## config.mk

```make
export PLATFORM = sky130hd
export DESIGN_NAME = axis_packet_tx
export DESIGN_NICKNAME = d
export VERILOG_FILES = /design/src/rtl/axis_packet_tx.sv
export SDC_FILE = /design/constraint.sdc
export NUM_CORES = 1
export LEC_CHECK = 0
export BUFFER_PORTS_ARGS = -buffer_cell sky130_fd_sc_hd__buf_4
export CAP_MARGIN = 5
export CORE_MARGIN = 4
export CORE_UTILIZATION = 50
export CTS_BUF_LIST = sky130_fd_sc_hd__clkbuf_4 sky130_fd_sc_hd__clkbuf_8 sky130_fd_sc_hd__clkbuf_16
export CTS_CLUSTER_SIZE = 25
export DETAILED_ROUTE_END_ITERATION = 7
export PLACE_DENSITY = 0.81
export SLEW_MARGIN = 20
export SYNTH_ARGS = -nofsm -noshare
export SYNTH_HDL_FRONTEND = slang
export SYNTH_SLANG_ARGS = --single-unit
```

## constraint.sdc

```tcl
create_clock -name aclk -period 3.3 [get_ports aclk]
set_input_delay 0.33 -clock aclk [delete_from_list [all_inputs] [get_ports aclk]]
set_output_delay 0.33 -clock aclk [all_outputs]
set_load 0.1 [all_outputs]
```

## src/rtl/axis_packet_tx.sv

```systemverilog
`default_nettype none
// ============================================================================
// Module   : axis_packet_tx
// Purpose  : Turns a length-tagged packet command plus a plain valid/ready
//            payload word stream into AXI-Stream packets. It generates tkeep
//            and tlast from the byte count in the command. The output
//            register is fully registered and sends one beat per cycle within
//            a packet.
// Ports    : aclk/aresetn    - clock, asynchronous active-low reset
//            cmd_v_i/cmd_len_i/cmd_yumi_o  - packet command (length in bytes)
//            data_v_i/data_i/data_yumi_o   - payload words, byte 0 in [7:0]
//            m_axis_*        - AXI-Stream master (tvalid/tdata/tkeep/tlast/tready)
//            busy_o          - a packet is in flight or a beat is pending
// Revision : 1.0 - initial release
// ============================================================================
module axis_packet_tx #(
    parameter int C_S00_AXI_DATA_WIDTH = 32,
    parameter int LEN_WIDTH            = 16
) (
    input  logic                              aclk,
    input  logic                              aresetn,
    input  logic                              cmd_v_i,
    input  logic [LEN_WIDTH-1:0]              cmd_len_i,
    output logic                              cmd_yumi_o,
    input  logic                              data_v_i,
    input  logic [C_S00_AXI_DATA_WIDTH-1:0]   data_i,
    output logic                              data_yumi_o,
    output logic                              m_axis_tvalid,
    output logic [C_S00_AXI_DATA_WIDTH-1:0]   m_axis_tdata,
    output logic [C_S00_AXI_DATA_WIDTH/8-1:0] m_axis_tkeep,
    output logic                              m_axis_tlast,
    input  logic                              m_axis_tready,
    output logic                              busy_o
);

    localparam int                   BEAT_BYTES = C_S00_AXI_DATA_WIDTH / 8;
    localparam logic [LEN_WIDTH-1:0] BEAT_LEN   = LEN_WIDTH'(BEAT_BYTES);

    typedef enum logic [0:0] {
        IDLE = 1'b0,
        SEND = 1'b1
    } state_t;

    state_t                 state;
    logic [LEN_WIDTH-1:0]   rem;        // bytes of the current packet not yet loaded
    logic                   out_free;
    logic                   tail_beat;
    logic [BEAT_BYTES-1:0]  tail_keep;

    // The output register can take a new beat when it is empty or its
    // current beat is handshaking this cycle.
    assign out_free    = !m_axis_tvalid || m_axis_tready;
    assign cmd_yumi_o  = (state == IDLE) && cmd_v_i;
    assign data_yumi_o = (state == SEND) && data_v_i && out_free;
    assign busy_o      = (state == SEND) || m_axis_tvalid;
    assign tail_beat   = (rem <= BEAT_LEN);

    // Byte enables for the final beat: the low 'rem' bytes are valid. This
    // gives all ones when rem equals the beat size.
    always_comb begin
        tail_keep = '0;
        for (int i = 0; i < BEAT_BYTES; i++) begin
            tail_keep[i] = (LEN_WIDTH'(i) < rem);
        end
    end

    always_ff @(posedge aclk or negedge aresetn) begin
        if (!aresetn) begin
            state         <= IDLE;
            rem           <= '0;
            m_axis_tvalid <= 1'b0;
            m_axis_tdata  <= '0;
            m_axis_tkeep  <= '0;
            m_axis_tlast  <= 1'b0;
        end else begin
            // A zero-length command is consumed without producing any beat.
            if (state == IDLE) begin
                if (cmd_v_i && (cmd_len_i != '0)) begin
                    rem   <= cmd_len_i;
                    state <= SEND;
                end
            end

            if (data_yumi_o) begin
                m_axis_tvalid <= 1'b1;
                m_axis_tdata  <= data_i;
                if (!tail_beat) begin
                    m_axis_tkeep <= '1;
                    m_axis_tlast <= 1'b0;
                    rem          <= rem - BEAT_LEN;
                end else begin
                    m_axis_tkeep <= tail_keep;
                    m_axis_tlast <= 1'b1;
                    state        <= IDLE;
                end
            end else if (m_axis_tready) begin
                m_axis_tvalid <= 1'b0;
            end
        end
    end

endmodule
`default_nettype wire

```

==> results of run 1 <==
==> Yosys cell counts (all sizes together) <==
library cell / number / area [um2]
o221ai: 1 / 8.76
and4b: 1 / 10.0
nor4: 4 / 25.0
a211oi: 2 / 15.0
o22ai: 2 / 12.5
dfrtp: 55 / 1380
mux2: 3 / 33.8
o32ai: 1 / 8.76
or2: 1 / 6.26
nand2: 112 / 420
nor2: 9 / 33.8
o2111a: 1 / 11.3
nand4: 2 / 12.5
o21ai: 12 / 63.8
clkbuf: 5 / 18.8
a31oi: 1 / 6.26
ha: 2 / 25.0
o41ai: 2 / 36.3
or4: 5 / 45.0
nor3: 7 / 35.0
inv: 11 / 41.3
nor3b: 2 / 15.0
o221a: 3 / 33.8
a21o: 2 / 15.0
o2111ai: 1 / 8.76
o21a: 3 / 22.5
a21boi: 1 / 11.3
nand2b: 2 / 12.5
nor2b: 1 / 6.26
o22a: 1 / 8.76
buf: 4 / 16.3
a21oi: 11 / 55.1
nand3: 10 / 50.1
==> worst reg2reg max path, cell delays in order, from the launching register on <==
cell and delay, ns:
dfrtp_1 0.40, nand2b_1 0.11, nand3_2 0.10, inv_2 0.58, nand2_1 0.44, o21a_1 0.29
o221a_1 0.22
==> per-layer routing <==
layer / part of all wire (%) / vias to the layer above / wire length, um
li1: - / 1133 / -
met1: 42 / 1096 / 2740
met2: 47 / 105 / 3070
met3: 9.1 / 11 / 594
met4: 1.7 / 0 / 113
met5: 0 / - / 0
==> registers in the layout, indices dropped and copies added (netlist names) <==
register       flops
state              1
rem               16
m_axis_tvalid      1
m_axis_tkeep       4
m_axis_tlast       1
m_axis_tdata      32
==> cells by family after synthesis <==
| kind of cell | Yosys count | synth area share (%) |
|---|---|---|
| AO/OA/AOI/OAI | 44 | 12.7 |
| multiplexers | 3 | 1.35 |
| flip-flops | 55 | 55.0 |
| AND/OR/NAND/NOR | 156 | 26.9 |
| buffers and inverters | 20 | 3.05 |
| adder cells (fa/ha/maj) | 2 | 1.00 |
==> where the power goes <==
part,internal (mW),switching [mW]
clock network,0.311,0.206
registers,0.756,0.0631
logic,0.180,0.598
==> stage by stage <==
stage               power [mW]  hold slack [ns]  utilization (%)  instance area [um2]  setup WS [ns]
floorplan                 1.39           0.0344                -                 2500          0.404
detailed placement        1.61            0.413             68.4                 3280          0.891
global route              2.22           0.0941             71.3                 3410          0.840
global placement          1.60            0.420             68.4                 3280          0.930
CTS                       2.13           0.0721             71.3                 3410           1.04
finish                    2.11           0.0439             71.3                 3410           1.05
==> cell type report <==
| cell class | instances | area share (%) |
|---|---|---|
| Tap cell | 67 | 2.46 |
| Multi-Input combinational cell | 205 | 30.9 |
| Clock inverter | 2 | 1.76 |
| Clock buffer | 6 | 2.24 |
| Sequential cell | 55 | 40.3 |
| Inverter | 11 | 1.21 |
| Timing Repair Buffer | 96 | 21.1 |
==> final timing paths <==
| check | startpoint | endpoint | slack, ns | cells past startpoint |
|---|---|---|---|---|
| worst max-delay path | m_axis_tvalid | data_yumi_o | 1.05 | 4 |
| worst min-delay path | aresetn | m_axis_tdata[29] | 0.04 | 1 |
| worst max register to register | m_axis_tvalid | rem[10] | 1.07 | 6 |
| worst min register to register | m_axis_tdata[8] | m_axis_tdata[8] | 0.48 | 2 |
| max in group asynchronous | aresetn | state | 2.80 | 1 |
| min in group aclk | data_i[22] | m_axis_tdata[22] | 0.21 | 3 |
==> run_results.csv, run 1 <==
group,metric,value,unit
sta,tightest_slew,0.783,ns
cells_and_area,layout-drive-gt1-share,30.7,%
cts,postCtsSetupBuffers,0,
cells_and_area,seqCellArea,0.00138,mm2
route,routed_wl,6520,um
route,ant_nets,0,
cts,post_cts_resized,0,
cts,tritoncts,"done",
cells_and_area,stdcell_count,442,
route,route.vias.total,2345,
logic_synthesis,synth.avg_cell_area,8.93,um2
cts,htreeDepth,2,
floorplanning,die_w,78.7,um
route,first_pass_iters,4,
sta,clock.fmax,444,MHz
sta,rsz0062_at_grt,"false",
place,port_buffers,93,
logic_synthesis,ys_types,38,
logic_synthesis,syn_area,0.00250,mm2
cts,clockBufferDepth,2,
power,power_density,620,mW/mm2
logic_synthesis,syn-num-nets,335,
cells_and_area,nNetsFinal,429,
floorplanning,die_h,78.7,um
setup_path,arrival,1.92,ns
cts,cts_root_buf,"clkbuf_8",
floorplanning,dieArea,0.00620,mm2
sta,fin_crit_sh,68.2,%
sta,finalClockSkew,0.00349,ns
global_route,grt_first_pass_wirelength,10600,um
sta,drv_slew,0,
cts,cts.sinks,55,
setup_path,critical_path.cell_chain,"nand2b_1 > nand3_2 > inv_2 > buf_4",
sta,fin_setup_tns,0,ns
route,viasPerCell,5.31,
cts,clkLatencyLatePin,0.30,ns
cells_and_area,fillCellCount,387,
logic_synthesis,synth_seq_cells,55,
setup_path,start_kind,"flip-flop",
setup_path,critical_path_buf_inv_count,2,
global_route,grt_pass1_vias,2240,
cts,cts_hold_buf,0,
sta,finalSetupViolCount,0,
setup_path,cp_top_family,"buffers and inverters",
cells_and_area,syn_to_final_growth,36.4,%
power,vdd.ir_drop.worst,0.420,mV
global_route,grt.met3_usage,5.22,%
setup_path,crit_type,"flip-flop to primary output",
global_route,grt_util_met1,29.1,%
logic_synthesis,netlist_instances,280,
global_route,use_met2,35.1,%
global_route,grt_max_degree,56,
min_path,hp-class,"primary input to async pin",
floorplanning,start_util,52.3,%
setup_path,critPathMaxStageDelay,0.58,ns
logic_synthesis,ys_seq_area_share,55.0,%
cts,cts.clk_slew.worst_paths,0.09,ns
setup_path,cp_slowest_cell,"inv_2",
sta,fin_crit,2.25,ns
sta,slew_headroom,47.7,%
floorplanning,ios,94,
route,drc_errors,0,
route,wl_per_cell,14.7,um
global_route,top_usage_layer,"met2",
place,dp_hpwl,4770,um
route,drtIter0Drc,158,
setup_path,crit_path_max_fanout,45,
cells_and_area,diodes,0,
place,place_inst,434,
global_route,antenna_found_initial,0,
logic_synthesis,yosys_warnings,0,
cells_and_area,final_cell_mix,"112 x nand2_1, 96 x buf_4, 55 x dfrtp_1, 11 x a21oi_1, 11 x o21ai_0",
setup_path,end_kind,"primary output",
power,p_leak,1.74,nW
floorplanning,num_rows,25,
setup_path,timing.critical_path.required,2.97,ns
global_route,grt_overflow,0,
sta,hold_violations,0,
floorplanning,core_area,0.00479,mm2
flow_run,cap_violations,0,
place,globalplace.congestion,0.881,
global_route,grt_usage,21.8,%
status,outcome,"finished clean",
cts,numCtsBuffers,5,
cells_and_area,multiInputGateArea,0.00105,mm2
cells_and_area,final_common_cell,"nand2_1",
Power figures use the tool's default switching activity.
==> inputs of run 2 (changes only) <==
--- a/config.mk
+++ b/config.mk
@@ -8,11 +8,11 @@
 export BUFFER_PORTS_ARGS = -buffer_cell sky130_fd_sc_hd__buf_4
 export CAP_MARGIN = 5
 export CORE_MARGIN = 4
-export CORE_UTILIZATION = 50
+export CORE_UTILIZATION = 49
 export CTS_BUF_LIST = sky130_fd_sc_hd__clkbuf_4 sky130_fd_sc_hd__clkbuf_8 sky130_fd_sc_hd__clkbuf_16
 export CTS_CLUSTER_SIZE = 25
 export DETAILED_ROUTE_END_ITERATION = 7
-export PLACE_DENSITY = 0.81
+export PLACE_DENSITY = 0.8
 export SLEW_MARGIN = 20
 export SYNTH_ARGS = -nofsm -noshare
 export SYNTH_HDL_FRONTEND = slang
==> constraint.sdc (replaced) <==
create_clock -name aclk -period 2.25 [get_ports aclk]
set_input_delay 0.225 -clock aclk [delete_from_list [all_inputs] [get_ports aclk]]
set_output_delay 0.225 -clock aclk [all_outputs]
set_load 0.1 [all_outputs]
==> run 2 against run 1 <==
Combinational power is 48% higher. Clock power is 9.9% higher. Core utilization is 0.29 points higher. Design area is 1.7% higher. Via count is 0.21% higher. Flip-flop and latch count stayed put. Largest cell class unchanged.
==> run_results.csv, run 2 (same netlist as run 1, synthesis figures left out) <==
group,metric,value,unit
status,outcome,"finished clean",
floorplanning,dieArea,0.00631,mm2
sta,fin_crit,2.08,ns
route,ant_nets,0,
cts,cts_root_buf,"clkbuf_8",
cts,htreeDepth,2,
power,power_density,842,mW/mm2
sta,slew_headroom,54.4,%
sta,tightest_slew,0.684,ns
cells_and_area,top_regs,"m_axis_tdata x32, rem x16, m_axis_tkeep x4",
power,swShare,44.0,%
cells_and_area,syn_to_final_growth,38.8,%
global_route,grt_max_degree,56,
place,pre_cts_ws,0.114,ns
place,globalplace.congestion,0.863,
place,dp_hpwl,4930,um
place,port_buffers,93,
route,routed_wl,6460,um
route,route.vias.total,2350,
floorplanning,num_rows,25,
route,wl_per_cell,14.2,um
cells_and_area,nNetsFinal,441,
place,place_inst,445,
floorplanning,die_w,79.4,um
cells_and_area,final_cell_mix,"112 x nand2_1, 107 x buf_4, 54 x dfrtp_1, 11 x a21oi_1, 11 x o21ai_0",
flow_run,cap_violations,0,
route,viasPerCell,5.18,
sta,finalSetupViolCount,0,
floorplanning,die_h,79.4,um
setup_path,crit_path_max_fanout,6,
global_route,grt_pass1_vias,2177,
route,first_pass_iters,4,
global_route,grt_first_pass_wirelength,10700,um
route,drc_errors,0,
setup_path,timing.critical_path.required,2.45,ns
sta,rsz0062_at_grt,"false",
cts,clkLatencyLatePin,0.30,ns
sta,fin_setup_tns,0,ns
cells_and_area,diodes,0,
power,pwr-share-comb,39.5,%
floorplanning,core_area,0.00485,mm2
setup_path,crit_type,"flip-flop to flip-flop",
power,internal-power,1.64,mW
cells_and_area,stdcell_count,454,
cts,numCtsBuffers,5,
sta,finalClockSkew,0.00862,ns
cts,tritoncts,"done",
power,seqPwrFrac,41.1,%
sta,setup_slack,0.172,ns
power,p_leak,1.77,nW
cells_and_area,layout-drive-gt1-share,33.1,%
cts,cts.clk_slew.worst_paths,0.10,ns
power,vdd.ir_drop.worst,0.522,mV
cells_and_area,final_util,71.6,%
cells_and_area,stdcell_area,0.00347,mm2
min_path,hp-class,"primary input to flip-flop",
floorplanning,ios,94,
power,clkPwrFrac,19.4,%
global_route,grt_overflow,0,
floorplanning,start_util,51.6,%
cts,post_cts_resized,0,
sta,hold_violations,0,
cts,clockBufferDepth,2,
sta,fin_crit_sh,92.4,%
sta,drv_slew,0,
place,postPlaceCellArea,0.00336,mm2
global_route,antenna_found_initial,0,
setup_path,start_kind,"flip-flop",
sta,clock.fmax,481,MHz
cts,cts_hold_buf,1,
route,drtIter0Drc,119,
setup_path,end_kind,"flip-flop",
global_route,grt_usage,21.6,%
cells_and_area,final_common_cell,"nand2_1",
cts,postCtsSetupBuffers,0,
power,p_switching,1.29,mW
cells_and_area,largest_reg_flops,32,
setup_path,arrival,2.27,ns
cells_and_area,max_flop_register,"m_axis_tdata",
cts,cts.sinks,55,
[run 2: cell types whose count changed in the layout (fill, tap and decap cells not counted), sizes merged]
cell and delta:
buf +11, clkinv +1, clkinvlp +1, bufinv -2, dlygate4sd3 +1
[run 2: stage by stage]
step	hold slack [ns]	total power, mW
floorplan	-0.0706	2.05
global placement	0.310	2.36
global route	0.0985	3.07
CTS	0.0907	2.94
finish	0.104	2.92
detailed placement	0.309	2.38
[run 2: critical path: stages (launching register included)]
cell and delay [ns]:
dfrtp_1 0.45, nor4_1 0.56, o2111ai_1 0.24, buf_4 0.22, a21boi_2 0.20, a21oi_1 0.06
o221a_1 0.25
[run 2: area by class of cell]
| cell class | count | area [um2] |
|---|---|---|
| fill | 369 | 1380 |
| multi-input combinational | 205 | 1060 |
| tap | 67 | 83.8 |
| timing repair buffer | 108 | 813 |
| sequential | 55 | 1380 |
| clock inverter | 2 | 16.3 |
| clock buffer | 6 | 82.6 |
| inverter | 11 | 41.3 |
[run 2: path summary, 6_finish.rpt]
path                               endpoint  cells after the start        startpoint  slack [ns]
setup / recovery                    rem[14]                      6           rem[13]        0.17
hold / removal              m_axis_tdata[7]                      3         data_i[7]        0.10
setup reg to reg                    rem[14]                      6           rem[13]        0.17
hold reg to reg            m_axis_tdata[22]                      2  m_axis_tdata[22]        0.48
max in group asynchronous     m_axis_tvalid                      2           aresetn        1.24
min in group asynchronous   m_axis_tdata[6]                      2           aresetn        0.50
[run 2: power groups by stage]
stage	clock (mW)	combinational, mW	sequential, mW
3_5_place_dp	0	1.16	1.22
5_1_grt	0.631	1.22	1.22
6_report	0.568	1.15	1.20
3_3_place_gp	0	1.15	1.22
2_1_floorplan	0	0.213	1.83
4_1_cts	0.583	1.16	1.20
[run 2: metal layers]
metal  global-route usage, %  up-vias  part of all wire, %
met1                    30.7     1087                   44
li1                        -     1159                    -
met2                    33.2       97                   46
met4                    5.84        0                  1.1
met5                       0        -                    0
met3                    4.97        7                  8.2
